`config.mk`:
```
export PLATFORM = sky130hd
export DESIGN_NAME = uart_rx
export DESIGN_NICKNAME = d
export VERILOG_FILES = /design/src/rtl/uart_pkg.sv /design/src/rtl/uart_rx_fifo.sv /design/src/rtl/uart_rx.sv
export SDC_FILE = /design/constraint.sdc
export NUM_CORES = 1
export LEC_CHECK = 0
export CAP_MARGIN = 20
export CORE_MARGIN = 2
export CORE_UTILIZATION = 52
export CTS_CLUSTER_SIZE = 10
export DETAILED_ROUTE_END_ITERATION = 8
export GPL_TIMING_DRIVEN = 1
export PLACE_DENSITY_LB_ADDON = 0.08
export SYNTH_ARGS = -nofsm -noshare
export SYNTH_HDL_FRONTEND = slang
export SYNTH_SLANG_ARGS = --single-unit
```
`constraint.sdc`:
```
create_clock -name clk -period 2.1 [get_ports clk]
set_input_delay 0.525 -clock clk [delete_from_list [all_inputs] [get_ports clk]]
set_output_delay 0.525 -clock clk [all_outputs]
set_load 0.01 [all_outputs]
```
`src/rtl/uart_pkg.sv`:
```
// Shared UART definitions: receiver/transmitter state encoding and bit-period math.
package uart_pkg;

  typedef enum logic [2:0] {
    ST_IDLE,
    ST_START,
    ST_DATA,
    ST_PARITY,
    ST_STOP,
    ST_WAIT_HIGH
  } uart_state_e;

  // Clock cycles per bit, rounded to nearest.
  function automatic logic [31:0] calc_div(input logic [31:0] clk_freq,
                                           input logic [31:0] baud_rate);
    return (clk_freq + baud_rate / 2) / baud_rate;
  endfunction

endpackage

```
`src/rtl/uart_rx_fifo.sv`:
```
// Byte FIFO of depth 2^EA; extra pointer MSB distinguishes full from empty.
module uart_rx_fifo #(
  parameter int EA   = 2,
  parameter bit FWFT = 1'b1
) (
  input  logic       clk,
  input  logic       rstn,
  input  logic       i_push,
  input  logic [7:0] i_data,
  input  logic       i_pop,
  output logic       o_empty,
  output logic       o_full,
  output logic [7:0] o_data
);
  localparam int DEPTH = 1 << EA;

  logic [7:0]  r_mem [DEPTH];
  logic [EA:0] r_wptr;
  logic [EA:0] r_rptr;
  logic        w_push_ok;
  logic        w_pop_ok;

  assign o_empty   = (r_wptr == r_rptr);
  assign o_full    = (r_wptr[EA] != r_rptr[EA]) && (r_wptr[EA-1:0] == r_rptr[EA-1:0]);
  assign w_pop_ok  = i_pop && !o_empty;
  // A pop frees the slot the push lands in, so full+pop still accepts.
  assign w_push_ok = i_push && (!o_full || w_pop_ok);

  always_ff @(posedge clk) begin
    if (w_push_ok) r_mem[r_wptr[EA-1:0]] <= i_data;
  end

  always_ff @(posedge clk or negedge rstn) begin
    if (!rstn) begin
      r_wptr <= '0;
      r_rptr <= '0;
    end else begin
      if (w_push_ok) r_wptr <= r_wptr + 1'b1;
      if (w_pop_ok)  r_rptr <= r_rptr + 1'b1;
    end
  end

  generate
    if (FWFT) begin : g_fwft
      assign o_data = o_empty ? 8'h00 : r_mem[r_rptr[EA-1:0]];
    end else begin : g_std
      logic [7:0] r_dout;
      always_ff @(posedge clk or negedge rstn) begin
        if (!rstn)         r_dout <= 8'h00;
        else if (w_pop_ok) r_dout <= r_mem[r_rptr[EA-1:0]];
      end
      assign o_data = r_dout;
    end
  endgenerate

endmodule

```
`src/rtl/uart_rx.sv`:
```
// 8-bit UART receiver: mid-bit sampling, optional parity, output register or FWFT FIFO.
module uart_rx
  import uart_pkg::*;
#(
  parameter int unsigned CLK_FREQ  = 50000000,
  parameter int unsigned BAUD_RATE = 115200,
  parameter string       PARITY    = "NONE",
  parameter int          FIFO_EA   = 0
) (
  input  logic       rstn,
  input  logic       clk,
  input  logic       i_uart_rx,
  input  logic       o_tready,
  output logic       o_tvalid,
  output logic [7:0] o_tdata,
  output logic       o_frame_err,
  output logic       o_parity_err,
  output logic       o_overflow
);
  localparam logic [31:0] DIV     = calc_div(CLK_FREQ, BAUD_RATE);
  localparam logic [31:0] HALF    = DIV / 2;
  localparam int          CW      = $clog2(DIV + 1);
  localparam bit          HAS_PAR = (PARITY != "NONE");
  localparam bit          ODD_PAR = (PARITY == "ODD");

  logic [1:0]    r_sync;
  logic          r_rx_prev;
  logic          w_rx;
  logic          w_fall;
  uart_state_e   r_state;
  logic [CW-1:0] r_cnt;
  logic [2:0]    r_bit_idx;
  logic [7:0]    r_shift;
  logic          r_par_bit;
  logic          r_frame_err;
  logic          r_parity_err;
  logic          w_tick;
  logic          w_par_ok;
  logic          w_good;

  always_ff @(posedge clk or negedge rstn) begin
    if (!rstn) begin
      r_sync    <= 2'b11;
      r_rx_prev <= 1'b1;
    end else begin
      r_sync    <= {r_sync[0], i_uart_rx};
      r_rx_prev <= w_rx;
    end
  end

  assign w_rx     = r_sync[1];
  assign w_fall   = r_rx_prev && !w_rx;
  assign w_tick   = (r_cnt == CW'(DIV - 1));
  assign w_par_ok = !HAS_PAR || ((^{r_shift, r_par_bit}) == ODD_PAR);
  assign w_good   = (r_state == ST_STOP) && w_tick && w_rx && w_par_ok;

  always_ff @(posedge clk or negedge rstn) begin
    if (!rstn) begin
      r_state      <= ST_IDLE;
      r_cnt        <= '0;
      r_bit_idx    <= '0;
      r_shift      <= '0;
      r_par_bit    <= 1'b0;
      r_frame_err  <= 1'b0;
      r_parity_err <= 1'b0;
    end else begin
      r_frame_err  <= 1'b0;
      r_parity_err <= 1'b0;
      case (r_state)
        ST_IDLE: begin
          r_cnt <= '0;
          if (w_fall) r_state <= ST_START;
        end
        ST_START: begin
          // Line back high at mid start bit means a glitch, not a frame.
          if (r_cnt == CW'(HALF - 1)) begin
            r_cnt     <= '0;
            r_bit_idx <= '0;
            r_state   <= w_rx ? ST_IDLE : ST_DATA;
          end else begin
            r_cnt <= r_cnt + 1'b1;
          end
        end
        ST_DATA: begin
          if (w_tick) begin
            r_cnt     <= '0;
            r_shift   <= {w_rx, r_shift[7:1]};
            r_bit_idx <= r_bit_idx + 1'b1;
            if (r_bit_idx == 3'd7) r_state <= HAS_PAR ? ST_PARITY : ST_STOP;
          end else begin
            r_cnt <= r_cnt + 1'b1;
          end
        end
        ST_PARITY: begin
          if (w_tick) begin
            r_cnt     <= '0;
            r_par_bit <= w_rx;
            r_state   <= ST_STOP;
          end else begin
            r_cnt <= r_cnt + 1'b1;
          end
        end
        ST_STOP: begin
          if (w_tick) begin
            r_cnt <= '0;
            if (!w_rx) begin
              r_frame_err <= 1'b1;
              r_state     <= ST_WAIT_HIGH;
            end else begin
              r_parity_err <= !w_par_ok;
              r_state      <= ST_IDLE;
            end
          end else begin
            r_cnt <= r_cnt + 1'b1;
          end
        end
        ST_WAIT_HIGH: begin
          if (w_rx) r_state <= ST_IDLE;
        end
        default: r_state <= ST_IDLE;
      endcase
    end
  end

  assign o_frame_err  = r_frame_err;
  assign o_parity_err = r_parity_err;

  generate
    if (FIFO_EA == 0) begin : g_reg
      logic       r_tvalid;
      logic [7:0] r_tdata;
      logic       r_overflow;

      always_ff @(posedge clk or negedge rstn) begin
        if (!rstn) begin
          r_tvalid   <= 1'b0;
          r_tdata    <= 8'h00;
          r_overflow <= 1'b0;
        end else begin
          r_overflow <= 1'b0;
          if (w_good) begin
            if (r_tvalid && !o_tready) begin
              r_overflow <= 1'b1;
            end else begin
              r_tvalid <= 1'b1;
              r_tdata  <= r_shift;
            end
          end else if (o_tready) begin
            r_tvalid <= 1'b0;
          end
        end
      end

      assign o_tvalid   = r_tvalid;
      assign o_tdata    = r_tdata;
      assign o_overflow = r_overflow;
    end else begin : g_fifo
      logic       r_push;
      logic [7:0] r_push_data;
      logic       w_empty;
      logic       w_full;
      logic       w_pop;

      always_ff @(posedge clk or negedge rstn) begin
        if (!rstn) begin
          r_push      <= 1'b0;
          r_push_data <= 8'h00;
        end else begin
          r_push      <= w_good;
          r_push_data <= r_shift;
        end
      end

      assign w_pop = !w_empty && o_tready;

      uart_rx_fifo #(
        .EA   (FIFO_EA),
        .FWFT (1'b1)
      ) u_fifo (
        .clk     (clk),
        .rstn    (rstn),
        .i_push  (r_push),
        .i_data  (r_push_data),
        .i_pop   (w_pop),
        .o_empty (w_empty),
        .o_full  (w_full),
        .o_data  (o_tdata)
      );

      assign o_tvalid   = !w_empty;
      assign o_overflow = r_push && w_full && !w_pop;
    end
  endgenerate

endmodule

```
## After elaboration in Yosys (flattened, before gate mapping)

Index checks and enable logic that the tools add are counted.
W data, S select, Z words.

| operators by class | value |
|---|---|
| muxes and demuxes | 24 |
| shift operators | 0 |
| bitwise logic cells | 1 |
| divide/modulo/power cells | 0 |
| reduce and logical (&&, ||, !) cells | 16 |
| multipliers | 0 |
| add/subtract/negate cells | 2 |
| eq/ne operators | 16 |
| magnitude comparators | 0 |

Operators with widths:

| cell | count |
|---|---|
| $mux W3 | 10 |
| $pmux W9 S3 | 1 |
| $mux W9 | 2 |
| $pmux W3 S6 | 1 |
| $ne A2 B2 Y1 const B | 8 |
| $add A9 B1 Y9 const B | 1 |
| $eq A3 B3 Y1 const B | 3 |
| $eq A9 B8 Y1 const B | 1 |
| $eq A9 B9 Y1 const B | 1 |
| $mux W1 | 8 |
| $reduce_and A7 Y1 | 1 |
| $eq A3 B2 Y1 const B | 2 |
| $pmux W3 S2 | 1 |
| $reduce_and A2 Y1 | 3 |
| $logic_and A1 B1 Y1 | 4 |
| $reduce_bool A2 Y1 | 2 |
| $add A3 B1 Y3 const B | 1 |
| $eq A3 B1 Y1 const B | 1 |
| $logic_not A3 Y1 | 1 |
| $reduce_and A3 Y1 | 1 |
| $reduce_bool A3 Y1 | 1 |
| $reduce_or A3 Y1 | 1 |
| $logic_not A1 Y1 | 2 |
| $mux W2 | 1 |
| $not A1 Y1 | 1 |

| storage, ports and cells | value |
|---|---|
| memory bits (writable) | 0 |
| memory bits (read-only) | 0 |
| memories kept | 0 |
| register bits | 37 |
| bits in latches | 0 |
| output and inout bits | 12 |
| logic and storage cells | 69 |

## Logic depth before layout (Yosys ltp)

| depth | value |
|---|---|
| depth after elaboration | 5 |
| gate-level depth with buffers | 7 |
| depth with buffers taken out | 6 |

## Worst setup path after synthesis

OpenSTA, ideal clock, no wires.

| path | value |
|---|---|
| path type | register to register |
| start | register r_cnt[0] |
| end | register r_state[0] |
| path slack | 0.257 ns |
| clock period less this slack | 1.843 ns |
| required time | 1.975 ns |
| stages on the path, launching flop included | 7 |
| data arrival time | 1.718 ns |
| buffers on the path | 0 |
| cell sequence | dfrtp_1 -> inv_1 -> ha_1 -> or4b_4 -> o21bai_4 -> nand3_4 -> mux2_4 |

| between the ends | value |
|---|---|
| cells in the longest elaborated chain, start to end | 3 |
| elaborated cells between the ends (all ways) | 7 |

RTL lines:

| item | RTL line | RTL |
|---|---|---|
| start, declared | uart_rx.sv:31 | `logic [CW-1:0] r_cnt;` |
| start signal, assigned | uart_rx.sv:81 | `r_cnt <= r_cnt + 1'b1;` |
| start signal, assigned | uart_rx.sv:91 | `r_cnt <= r_cnt + 1'b1;` |
| start signal, assigned | uart_rx.sv:100 | `r_cnt <= r_cnt + 1'b1;` |
| $eq A9 B8 Y1 or $eq A9 B9 Y1 (tied branches) | uart_rx.sv:76, uart_rx.sv:53 |  |
| $ne A2 B2 Y1 (no source line) | n/a |  |
| $reduce_and A7 Y1 (no source line) (*) | n/a |  |
| end signal, assigned | uart_rx.sv:79 | `r_state <= w_rx ? ST_IDLE : ST_DATA;` |
| end signal, assigned | uart_rx.sv:89 | `if (r_bit_idx == 3'd7) r_state <= HAS_PAR ? ST_PARITY : ST_STOP;` |
| end, declared | uart_rx.sv:30 | `uart_state_e r_state;` |

Mark *: on every way between the ends. The rest lies on a longest branch, timed or not.
A chain may end at the register's enable or synchronous reset.

## Worst setup path in the final report

| path | value |
|---|---|
| start | register r_cnt[0] |
| end | register r_state[1] |

Same word-level chain as after synthesis.

==> impl_metrics.env <==
export IMPL_grt_pass1_vias=1220
export IMPL_initial_core_util=0.534
export IMPL_drcViolationCount=0
export IMPL_max_freq_mhz=501
export IMPL_cp_start_kind="register"
export IMPL_drt_iter0_markers=36
export IMPL_pwr_share_clk=0.285
export IMPL_tns_ns=0
export IMPL_cts_root_buffer="clkbuf_4"
export IMPL_syn_num_nets=166
export IMPL_synth_top_area_cell="dfrtp_1"
export IMPL_rsz0062_at_grt="true"
export IMPL_critPathBufInv=1
export IMPL_end_kind="register"
export IMPL_final_antenna_net_count=0
export IMPL_wire_per_inst_um=14.5
export IMPL_tritoncts="built"
export IMPL_slowest_delay_ns=0.48
export IMPL_clock_sinks=37
export IMPL_gp_congestion=0.821
export IMPL_numCtsBuffers=5
export IMPL_skew_ns=0.00975
export IMPL_cap_viol_max_count=0
export IMPL_slew_violations=0
export IMPL_grt_max_degree=38
export IMPL_cts_clk_slew_worst_paths_ns=0.11
export IMPL_yosys_warnings=0
export IMPL_num_vias=1228
export IMPL_grt_pass1_wl_um=5870
export IMPL_cts_resized_gates=0
export IMPL_r2r_cells=6
export IMPL_p_total_mw=1.86
export IMPL_synthTopCellsByArea="dfrtp_1, mux2_2, nand2_1"
export IMPL_p_int_mw=1.29
export IMPL_avgSynthCellArea_um2=11.3
export IMPL_crit_slowest_cell="or4b_4"
export IMPL_synth_edff_count=0
export IMPL_netlist_area_leader_share=0.481
export IMPL_p_leak_nw=0.990
export IMPL_nets=184
export IMPL_dp_hpwl_um=2160
export IMPL_dieArea_um2=3890
export IMPL_vias_per_cell=5.53
export IMPL_powerDensity_nw_per_um2=908
export IMPL_async_flop_share=1.00
export IMPL_switchingPower_mw=0.574
export IMPL_hold_path_class="in -> async"
export IMPL_htree_levels=2
export IMPL_arrival_ns=2.24
export IMPL_synthDistinctLibCells=42
export IMPL_syn_to_final_growth_pct=15.8
export IMPL_core_area_um2=3310
export IMPL_finalSetupViolCount=0
export IMPL_syn_inst=157
export IMPL_clk_latency_ns=0.35
export IMPL_p_sw_frac=0.308
export IMPL_synthFlopType="dfrtp_1"
export IMPL_grt_usage=0.194
export IMPL_synth_most_common_cell="dfrtp_1"
export IMPL_portBuffers=14
export IMPL_ys_seq_area_frac=0.525
export IMPL_drive_gt1_frac=0.210
export IMPL_synth_seq_cells=37
export IMPL_critPathTopFamily="simple AND/OR/NAND/NOR gates"
export IMPL_antenna_found_initial=0
export IMPL_fin_crit_sh=0.950
export IMPL_cp_num_cells=6
export IMPL_ir_drop_uv=568
export IMPL_n_antenna_cell=0
export IMPL_cp_data_required_time_ns=2.35
export IMPL_path_max_fanout=7
export IMPL_period_minus_slack_ns=2.00
export IMPL_crit_chain="inv_1 > ha_1 > or4b_4 > o21bai_4 > nand3_4 > mux2_4"
export IMPL_first_pass_iters=4
export IMPL_ys_top_cells_by_count="dfrtp_1, nand2_1, mux2_2, a22o_1"
export IMPL_overflow=0
export IMPL_die_x_um=62.3
export IMPL_combPwrFrac=0.263
export IMPL_wirelength_um=3220
export IMPL_ios=16
export IMPL_seqPwrFrac=0.452
export IMPL_cts_buffer_depth=2
export IMPL_outcome="finished clean"
export IMPL_syn_area_um2=1770
export IMPL_hold_violations=0
export IMPL_critPathKind="reg -> reg"
export IMPL_row_count=21
export IMPL_die_y_um=62.3
[flip-flops by register name, indices dropped and copies added (netlist names)]
name	cells
r_cnt	9
r_shift	8
r_bit_idx	3
r_rx_prev	1
r_sync	2
o_tdata	8
o_tvalid	1
o_overflow	1
o_frame_err	1
r_state	3
[cells by family after synthesis]
logic type,count (synthesis),synth area share
buffers and inverters,10,0.0262
AO/OA/AOI/OAI,26,0.116
multiplexers,13,0.0891
AND/OR/NAND/NOR,65,0.206
adder cells (fa/ha/maj),5,0.0354
flip-flops,37,0.525
other,1,0.00212
[worst paths after layout]
path | slack (ns) | start | to
worst max-delay path | 0.10 | r_cnt[0] | r_state[1]
worst min-delay path | 0.19 | rstn | r_cnt[5]
worst max register to register | 0.10 | r_cnt[0] | r_state[1]
worst min register to register | 0.36 | r_sync[0] | r_sync[1]
max in group asynchronous | 1.55 | rstn | r_sync[0]
min in group clk | 0.36 | r_sync[0] | r_sync[1]
[per-stage QoR]
| step | hold slack [ns] | instances | setup WS, ns | area, um^2 | utilization |
|---|---|---|---|---|---|
| floorplan | 0.229 | 157 | 0.257 | 1770 | - |
| detailed placement | 0.349 | 213 | 0.124 | 1950 | 0.590 |
| global placement | 0.349 | 213 | 0.170 | 1950 | 0.590 |
| finish | 0.190 | 222 | 0.105 | 2050 | 0.619 |
| CTS | 0.205 | 221 | 0.117 | 2040 | 0.617 |
| global route | 0.203 | 222 | -0.0116 | 2050 | 0.619 |
[power groups by stage]
| stage | clock network [mW] | logic (mW) | registers, mW |
|---|---|---|---|
| after floorplan | 0 | 0.433 | 0.800 |
| after global placement | 0 | 0.455 | 0.850 |
| after detailed placement | 0 | 0.469 | 0.854 |
| after CTS | 0.538 | 0.474 | 0.840 |
| after global routing | 0.582 | 0.544 | 0.853 |
| final | 0.530 | 0.490 | 0.841 |
[routing by layer]
metal / wire length, um / GRT usage / vias to the layer above
li1: - / - / 590
met1: 1540 / 0.276 / 604
met2: 1490 / 0.284 / 26
met3: 138 / 0.0616 / 8
met4: 52 / 0.0667 / 0
met5: 0 / 0 / -
[worst reg2reg max path, delay by kind of cell, from the launching register on]
| kind | cells | cell delay (ns) |
|---|---|---|
| compound gates | 1 | 0.27 |
| fa+ha+maj | 1 | 0.15 |
| buf+inv | 1 | 0.11 |
| flops | 1 | 0.43 |
| mux | 1 | 0.32 |
| simple gates | 2 | 0.61 |
[cell type report]
class | count | area [um^2]
Clock buffer | 6 | 51.3
Sequential cell | 37 | 930
Fill cell | 290 | 1260
Tap cell | 46 | 57.6
Timing Repair Buffer | 19 | 173
Multi-Input combinational cell | 110 | 793
Inverter | 2 | 7.51
Clock inverter | 2 | 37.5
[cells in the final DEF (no fill, tap or decap), drive strengths merged, types with 2 or more instances in the layout]
master	Yosys	layout
inv	2	2
dfrtp	34	34
or4	2	2
ha	5	5
nor2	5	5
a21o	2	2
and2	3	3
clkbuf	4	6
a21oi	2	2
nand2b	3	3
a221o	3	3
a211oi	4	4
mux2	13	13
nor3b	3	3
nand3	6	6
a22oi	2	2
nor3	2	2
clkdlybuf4s50	0	13
a22o	6	6
buf	4	6
dfstp	3	3
nand2	29	29
or3b	3	3
o21ai	4	4
[repair_timing]
| item | CTS | global route |
|---|---|---|
| buffers inserted | 0 | 1 |
| hold buffers | 0 | 0 |
| endpoints found under the setup margin | 0 | 3 |
Note: power is estimated with default switching activity, not from simulation.
